File: src/rtl/lpc_lattice_synth.sv
// All-pole lattice synthesis filter, one stage per clock, Q1.31 reflection coefficients.
// Optional feature: define LPC_LATTICE_SAT_EN to saturate f'/b_m instead of wrapping.
`default_nettype none

module lpc_lattice_synth #(
  parameter int ORDER  = 10,
  parameter int DATA_W = 16,
  parameter int K_W    = 32
) (
  input  logic                             clk,
  input  logic                             rst_n,
  input  logic                             k_wr,
  input  logic [$clog2(ORDER+1)-1:0]       k_addr,
  input  logic signed [K_W-1:0]            k_data,
  input  logic                             state_clr,
  input  logic                             in_valid,
  output logic                             in_ready,
  input  logic signed [DATA_W-1:0]         in_data,
  output logic                             out_valid,
  input  logic                             out_ready,
  output logic signed [DATA_W-1:0]         out_data
);

  localparam int AW  = $clog2(ORDER+1);
  localparam int P_W = DATA_W + K_W;
  localparam int S_W = DATA_W + 2;
  localparam logic signed [P_W-1:0] RND_HALF = P_W'(1) <<< (K_W-2);

  typedef enum logic [1:0] {
    IDLE = 2'd0,
    RUN  = 2'd1,
    OUT  = 2'd2
  } state_t;

  state_t state, state_nxt;

  logic signed [K_W-1:0]    k_reg [1:ORDER];
  logic signed [DATA_W-1:0] b_reg [0:ORDER-1];
  logic signed [DATA_W-1:0] f_reg;
  logic [AW-1:0]            m;

  logic signed [K_W-1:0]    k_cur;
  logic signed [DATA_W-1:0] b_prev, f_new, b_new;
  logic signed [P_W-1:0]    rnd_f, rnd_b;
  logic signed [S_W-1:0]    sum_f, sum_b;
  logic                     accept;

  function automatic logic signed [DATA_W-1:0] reduce(input logic signed [S_W-1:0] s);
`ifdef LPC_LATTICE_SAT_EN
    logic signed [S_W-1:0] s_max, s_min;
    s_max = S_W'((1 <<< (DATA_W-1)) - 1);
    s_min = -S_W'(1 <<< (DATA_W-1));
    if (s > s_max)      return s_max[DATA_W-1:0];
    else if (s < s_min) return s_min[DATA_W-1:0];
    else                return DATA_W'(s);
`else
    return DATA_W'(s);
`endif
  endfunction

  assign in_ready  = (state == IDLE) && rst_n;
  assign out_valid = (state == OUT);
  assign accept    = in_valid && in_ready;

  // One lattice stage: forward path first, then the backward path uses the fresh f'.
  always_comb begin
    k_cur  = k_reg[m];
    b_prev = b_reg[m - AW'(1)];
    rnd_f  = (P_W'(k_cur) * P_W'(b_prev) + RND_HALF) >>> (K_W-1);
    sum_f  = S_W'(f_reg) - S_W'(rnd_f);
    f_new  = reduce(sum_f);
    rnd_b  = (P_W'(k_cur) * P_W'(f_new) + RND_HALF) >>> (K_W-1);
    sum_b  = S_W'(b_prev) + S_W'(rnd_b);
    b_new  = reduce(sum_b);
  end

  always_ff @(posedge clk) begin
    if (!rst_n) state <= IDLE;
    else        state <= state_nxt;
  end

  always_comb begin
    state_nxt = state;
    case (state)
      IDLE:    if (accept) state_nxt = RUN;
      RUN:     if (m == AW'(1)) state_nxt = OUT;
      OUT:     if (out_ready) state_nxt = IDLE;
      default: state_nxt = IDLE;
    endcase
  end

  always_ff @(posedge clk) begin
    if (!rst_n) begin
      for (int i = 1; i <= ORDER; i++) k_reg[i] <= '0;
      for (int i = 0; i < ORDER; i++)  b_reg[i] <= '0;
      f_reg    <= '0;
      m        <= '0;
      out_data <= '0;
    end else begin
      case (state)
        IDLE: begin
          if (k_wr && (k_addr != '0) && (k_addr <= AW'(ORDER)))
            k_reg[k_addr] <= k_data;
          if (state_clr)
            for (int i = 0; i < ORDER; i++) b_reg[i] <= '0;
          if (accept) begin
            f_reg <= in_data;
            m     <= AW'(ORDER);
          end
        end
        RUN: begin
          f_reg <= f_new;
          m     <= m - AW'(1);
          // b_ORDER feeds no later stage, so it is never stored.
          if (m < AW'(ORDER)) b_reg[m] <= b_new;
          if (m == AW'(1)) begin
            b_reg[0] <= f_new;
            out_data <= f_new;
          end
        end
        default: ;
      endcase
    end
  end

endmodule

`default_nettype wire

File: config.mk
export PLATFORM = sky130hd
export DESIGN_NAME = lpc_lattice_synth
export DESIGN_NICKNAME = d
export VERILOG_FILES = /design/src/rtl/lpc_lattice_synth.sv
export SDC_FILE = /design/constraint.sdc
export NUM_CORES = 2
export LEC_CHECK = 0
export BUFFER_PORTS_ARGS = -buffer_cell sky130_fd_sc_hd__buf_2
export CORE_ASPECT_RATIO = 1.4
export CORE_MARGIN = 2
export CORE_UTILIZATION = 28
export DETAILED_ROUTE_END_ITERATION = 8
export HOLD_SLACK_MARGIN = 0.03
export SETUP_SLACK_MARGIN = 0.05
export SYNTH_ARGS = -nofsm -noshare
export SYNTH_HDL_FRONTEND = slang
export SYNTH_SLANG_ARGS = --single-unit
File: constraint.sdc
create_clock -name clk -period 21.9 [get_ports clk]
set_clock_uncertainty 0.1 [all_clocks]
set_input_delay 1.095 -clock clk [delete_from_list [all_inputs] [get_ports clk]]
set_output_delay 1.095 -clock clk [all_outputs]
set_load 0.01 [all_outputs]
# Word level (Yosys, flattened, before mapping)
# Memory sizes are Yosys's and may differ from the RTL's. A register that Yosys moved wholly into a read port is not among the register bits.
# Cells that the tools add are included.
[word_totals] regBits=38 ramBits=480 memories=2
[mem_list] name="k_reg" words=10 width=32 read_ports=1 rd_ports_with_merged_regs=1 wr=10 line_no="37" text="logic signed [K_W-1:0] k_reg [1:ORDER];"
[mem_list] name="b_reg" words=10 width=16 read_ports=1 rd_ports_with_merged_regs=0 wr=10 line_no="38" text="logic signed [DATA_W-1:0] b_reg [0:ORDER-1];"
[op_classes] addsub=5 mul=2 order_cmp=2 n_eq_ne=6 mux=44 bitwise=11 n_reduce_logical=12
[ops] operator="$mux W16" count=13
[ops] operator="$add A47 B32 Y47 const B" count=2
[ops] operator="$mul A32 B16 Y47" count=2
[ops] operator="$mux W32" count=1
[ops] operator="$pmux W16 S2" count=1
[ops] operator="$reduce_or A32 Y1" count=1
[ops] operator="$mux W4" count=5
[ops] operator="$mux W1" count=19
[ops] operator="$add A16 B16 Y16" count=1
[ops] operator="$reduce_or A16 Y1" count=1
[ops] operator="$sub A16 B16 Y16" count=1
[ops] operator="$or A1 B1 Y1" count=11
[ops] operator="$pmux W4 S2" count=1
[ops] operator="$mux W2" count=3
[ops] operator="$pmux W2 S3" count=1
[ops] operator="$eq A4 B1 Y1 const B" count=1
[ops] operator="$le A4 B4 Y1 const B" count=1
[ops] operator="$logic_and A1 B1 Y1" count=4
[ops] operator="$lt A4 B4 Y1 const B" count=1
[ops] operator="$ne A2 B2 Y1 const B" count=2
[ops] operator="$reduce_and A2 Y1" count=2
[ops] operator="$reduce_bool A4 Y1" count=1
[ops] operator="$sub A4 B1 Y4 const B" count=1
[ops] operator="$reduce_and A3 Y1" count=1
[ops] operator="other kinds (5)" count=5

# Longest topological paths before layout
[logic_depth] ltp_word=9 mapped_depth=85 mapped_depth_nobuf=75

# Least setup slack after synthesis
# No wires, ideal clock.
[synth_timing] path_type="register -> register" start="register m[0]" end="memory b_reg[10][14] (data pin)" setup_ns=0.282 arrival_time_ns=19.168 required_ns=21.518 setup_slack_ns=2.350 stages_incl_launch_ff=78 path_buffers=12 synth_period_minus_slack_ns=19.550 cell_sequence="dfxtp_1 buf_4 buf_6 buf_4 buf_1 buf_1 inv_1 ha_1 buf_4 buf_2 buf_1 buf_2 mux4_2 mux4_2 clkbuf_1 nand2_1 fa_1 inv_1 [... 42 more ...] o31a_1 o21ai_0 a31oi_1 xnor2_1 ha_1 fa_1 a21o_1 a21oi_1 o21bai_1 a21oi_1 o21bai_1 a21oi_1 nand3b_1 a31oi_1 o41ai_1 xor2_1 clkbuf_1 inv_1"
[synth_lines] element="from (decl)" line_no="40" text="logic [AW-1:0] m;"
[synth_lines] element="from (signal assigned)" line_no="108" text="m <= AW'(ORDER);"
[synth_lines] element="from (signal assigned)" line_no="113" text="m <= m - AW'(1);"
[synth_lines] element="to (decl)" line_no="38"

==> results_dict.tcl <==
set metrics [dict create \
    synthDominantCellAreaShare 0.335 \
    fmax_ghz 0.0488 \
    cts-hold-fix-buffers 0 \
    synth_edf_count 768 \
    largest_reg_flops 512 \
    cts_sinks 810 \
    crit_fanout 33 \
    final_common_cell "inv_1" \
    grt.busiest_layer "met2" \
    required_ns 22.21 \
    post_drt_wl_per_cell_um 20.3 \
    routed_wl_um 193000 \
    die_y_um 591 \
    numCtsBuffers 73 \
    final_nets 7446 \
    gr-total-overflow 0 \
    start_util 0.281 \
    rsz0062_at_grt "false" \
    vias 44100 \
    grt_max_degree 55 \
    grt_pass1_vias 49100 \
    drive_above_1_share 0.104 \
    clk_pin_slew_worst_paths_ns 0.07 \
    path_common_cell "fa_1" \
    boundaryPins 76 \
    finalHoldViolCount 0 \
    syn_area_per_cell_um2 11.6 \
    die_w_um 423 \
    fin_crit_ns 20.51 \
    ys_ff_latch 810 \
    cp_slowest_cell "mux4_2" \
    synth_ff_type "edfxtp_1" \
    rows 215 \
    final_util 0.315 \
    cpPeakStageDelay_ns 0.86 \
    syn2layout_area_growth_pct 11.8 \
    outcome "finished clean" \
    cp-start-kind "flop" \
    critPathCaptureType "flop" \
    hold_class "reg2reg" \
    antenna_found_initial 20 \
    synthesis.area_um2 68900 \
    worst_pin_slew_ns 1.22 \
    grt_pass1_wl_um 296000 \
    async_flop_share 0 \
    htree_levels 3 \
    setup_violations 0 \
    worst_hold_path.num_cells 2 \
    grtUsageMet3 0.0244 \
    place_congestion 0.953 \
    core_um2 245000 \
    cts_tree "done" \
    crit_type "reg2reg" \
    fin_crit_sh 0.937 \
    final_max_slew_viol_count 0 \
    met2_usage 0.283 \
    tns_ns 0 \
    synth_largest_area_cell "edfxtp_1" \
    synth.area.top_cells "edfxtp_1 (33%), fa_1 (28%), mux4_2 (7.6%)" \
    slew_headroom 0.182 \
    reg2regPathDepth 68 \
    synth-seq-area-share 0.347 \
    final_cell_mix "inv_1 (1,155), fa_1 (960), edfxtp_1 (768)" \
    critPathArrivalTime_ns 20.82 \
    antenna_left 0 \
    dr.first_iter.drc_count 2929 \
    viasPerCell 4.64 \
    numPortBuffers 75 \
    synth_cells 5952 \
    use_met1 0.173 \
    clk_latency_ns 0.67 \
    place_hpwl_um 143000 \
    drv_cap 0 \
    synth_cell_type_count 69 \
    drcViolationCount 0 \
    cts_root_buffer "clkbuf_16" \
    synth_warnings 0 \
    dr.pass1.iters 6 \
    cts_max_path_buffers 3 \
    grt_util_all_layers 0.156 \
    design.die.area_um2 250000 \
]
==> synthesized netlist by cell type (5+ instances only) <==
cell and instances:
nand4_1 16, and3_1 15, o21a_1 9, dfxtp_1 42, a211oi_1 6, a31oi_1 7
nor3_1 14, xnor2_1 65, nor2_1 270, nand3_1 43, clkbuf_1 278, o31ai_1 6
mux4_2 233, a21oi_1 97, nand2_1 679, nand2b_1 60, a221oi_1 8, buf_2 13
inv_1 1155, o21bai_1 13, a22oi_1 12, a22o_1 8, edfxtp_1 768, ha_1 252
xor2_1 26, fa_1 960, and2_1 544, o21ai_0 65, buf_1 23, a21o_1 55
or2_2 30, a2111oi_0 5, nor2b_1 108
==> timing repair <==
action | CTS | global route
setup endpoints to repair | 0 | 32
resized for setup | 0 | 0
hold endpoints to repair | 0 | 0
setup buffers | 0 | 1
==> cells by family after synthesis <==
kind of cell / after synthesis / synth area share
and+or+nand+nor: 1796 / 0.128
buffers and inverters: 1480 / 0.0814
adders and majority gates: 1212 / 0.325
DFF: 810 / 0.347
AOI/OAI and AO/OA: 323 / 0.0299
muxes: 236 / 0.0766
xor gates and xnor gates: 94 / 0.0124
other: 1 / 0.0000544
==> layer usage <==
layer | vias to the layer above | wire, um
met3 | 436 | 12000
met1 | 23200 | 69400
met2 | 1450 | 99900
met4 | 10 | 11800
met5 | - | 64
li1 | 19000 | -
==> worst max-delay path: cells and delay by family (launching register included) <==
family	cells	cell delay, ns
xor+xnor	4	1.01
simple gates	7	1.78
compound gates	26	5.89
flops	1	0.47
fa+ha+maj	18	8.14
buf+inv	11	1.30
mux	2	1.43
==> cell type report <==
class / instances / area [um2]
fillers: 24900 / 168000
multi-input cells: 3917 / 40700
flip-flops and latches: 810 / 23900
inverters: 1159 / 4350
well taps: 3255 / 4070
clock buffers: 93 / 1990
repair buffers: 215 / 1540
clock inverters: 40 / 457
diodes: 6 / 15.0
==> worst paths after layout <==
kind / startpoint / slack [ns] / endpoint
setup / recovery: m[1] / 1.39 / b_reg[15][14]
setup reg to reg: m[1] / 1.39 / b_reg[15][14]
hold / removal: out_data[10] / 0.36 / out_data[10]
hold reg to reg: out_data[10] / 0.36 / out_data[10]
==> metrics by stage <==
stage	worst slack, ns	hold slack, ns	area, um2	std cells
after global routing	0.271	0.402	77000	9490
after floorplan	2.35	0.371	69900	6207
final	1.39	0.360	77000	9495
after global placement	1.14	0.340	74500	9355
after detailed placement	1.09	0.344	74500	9355
after CTS	1.06	0.366	77000	9488
Power is not shown: default switching activity piles up to over one toggle a cycle in this logic, so the estimate is an artifact.
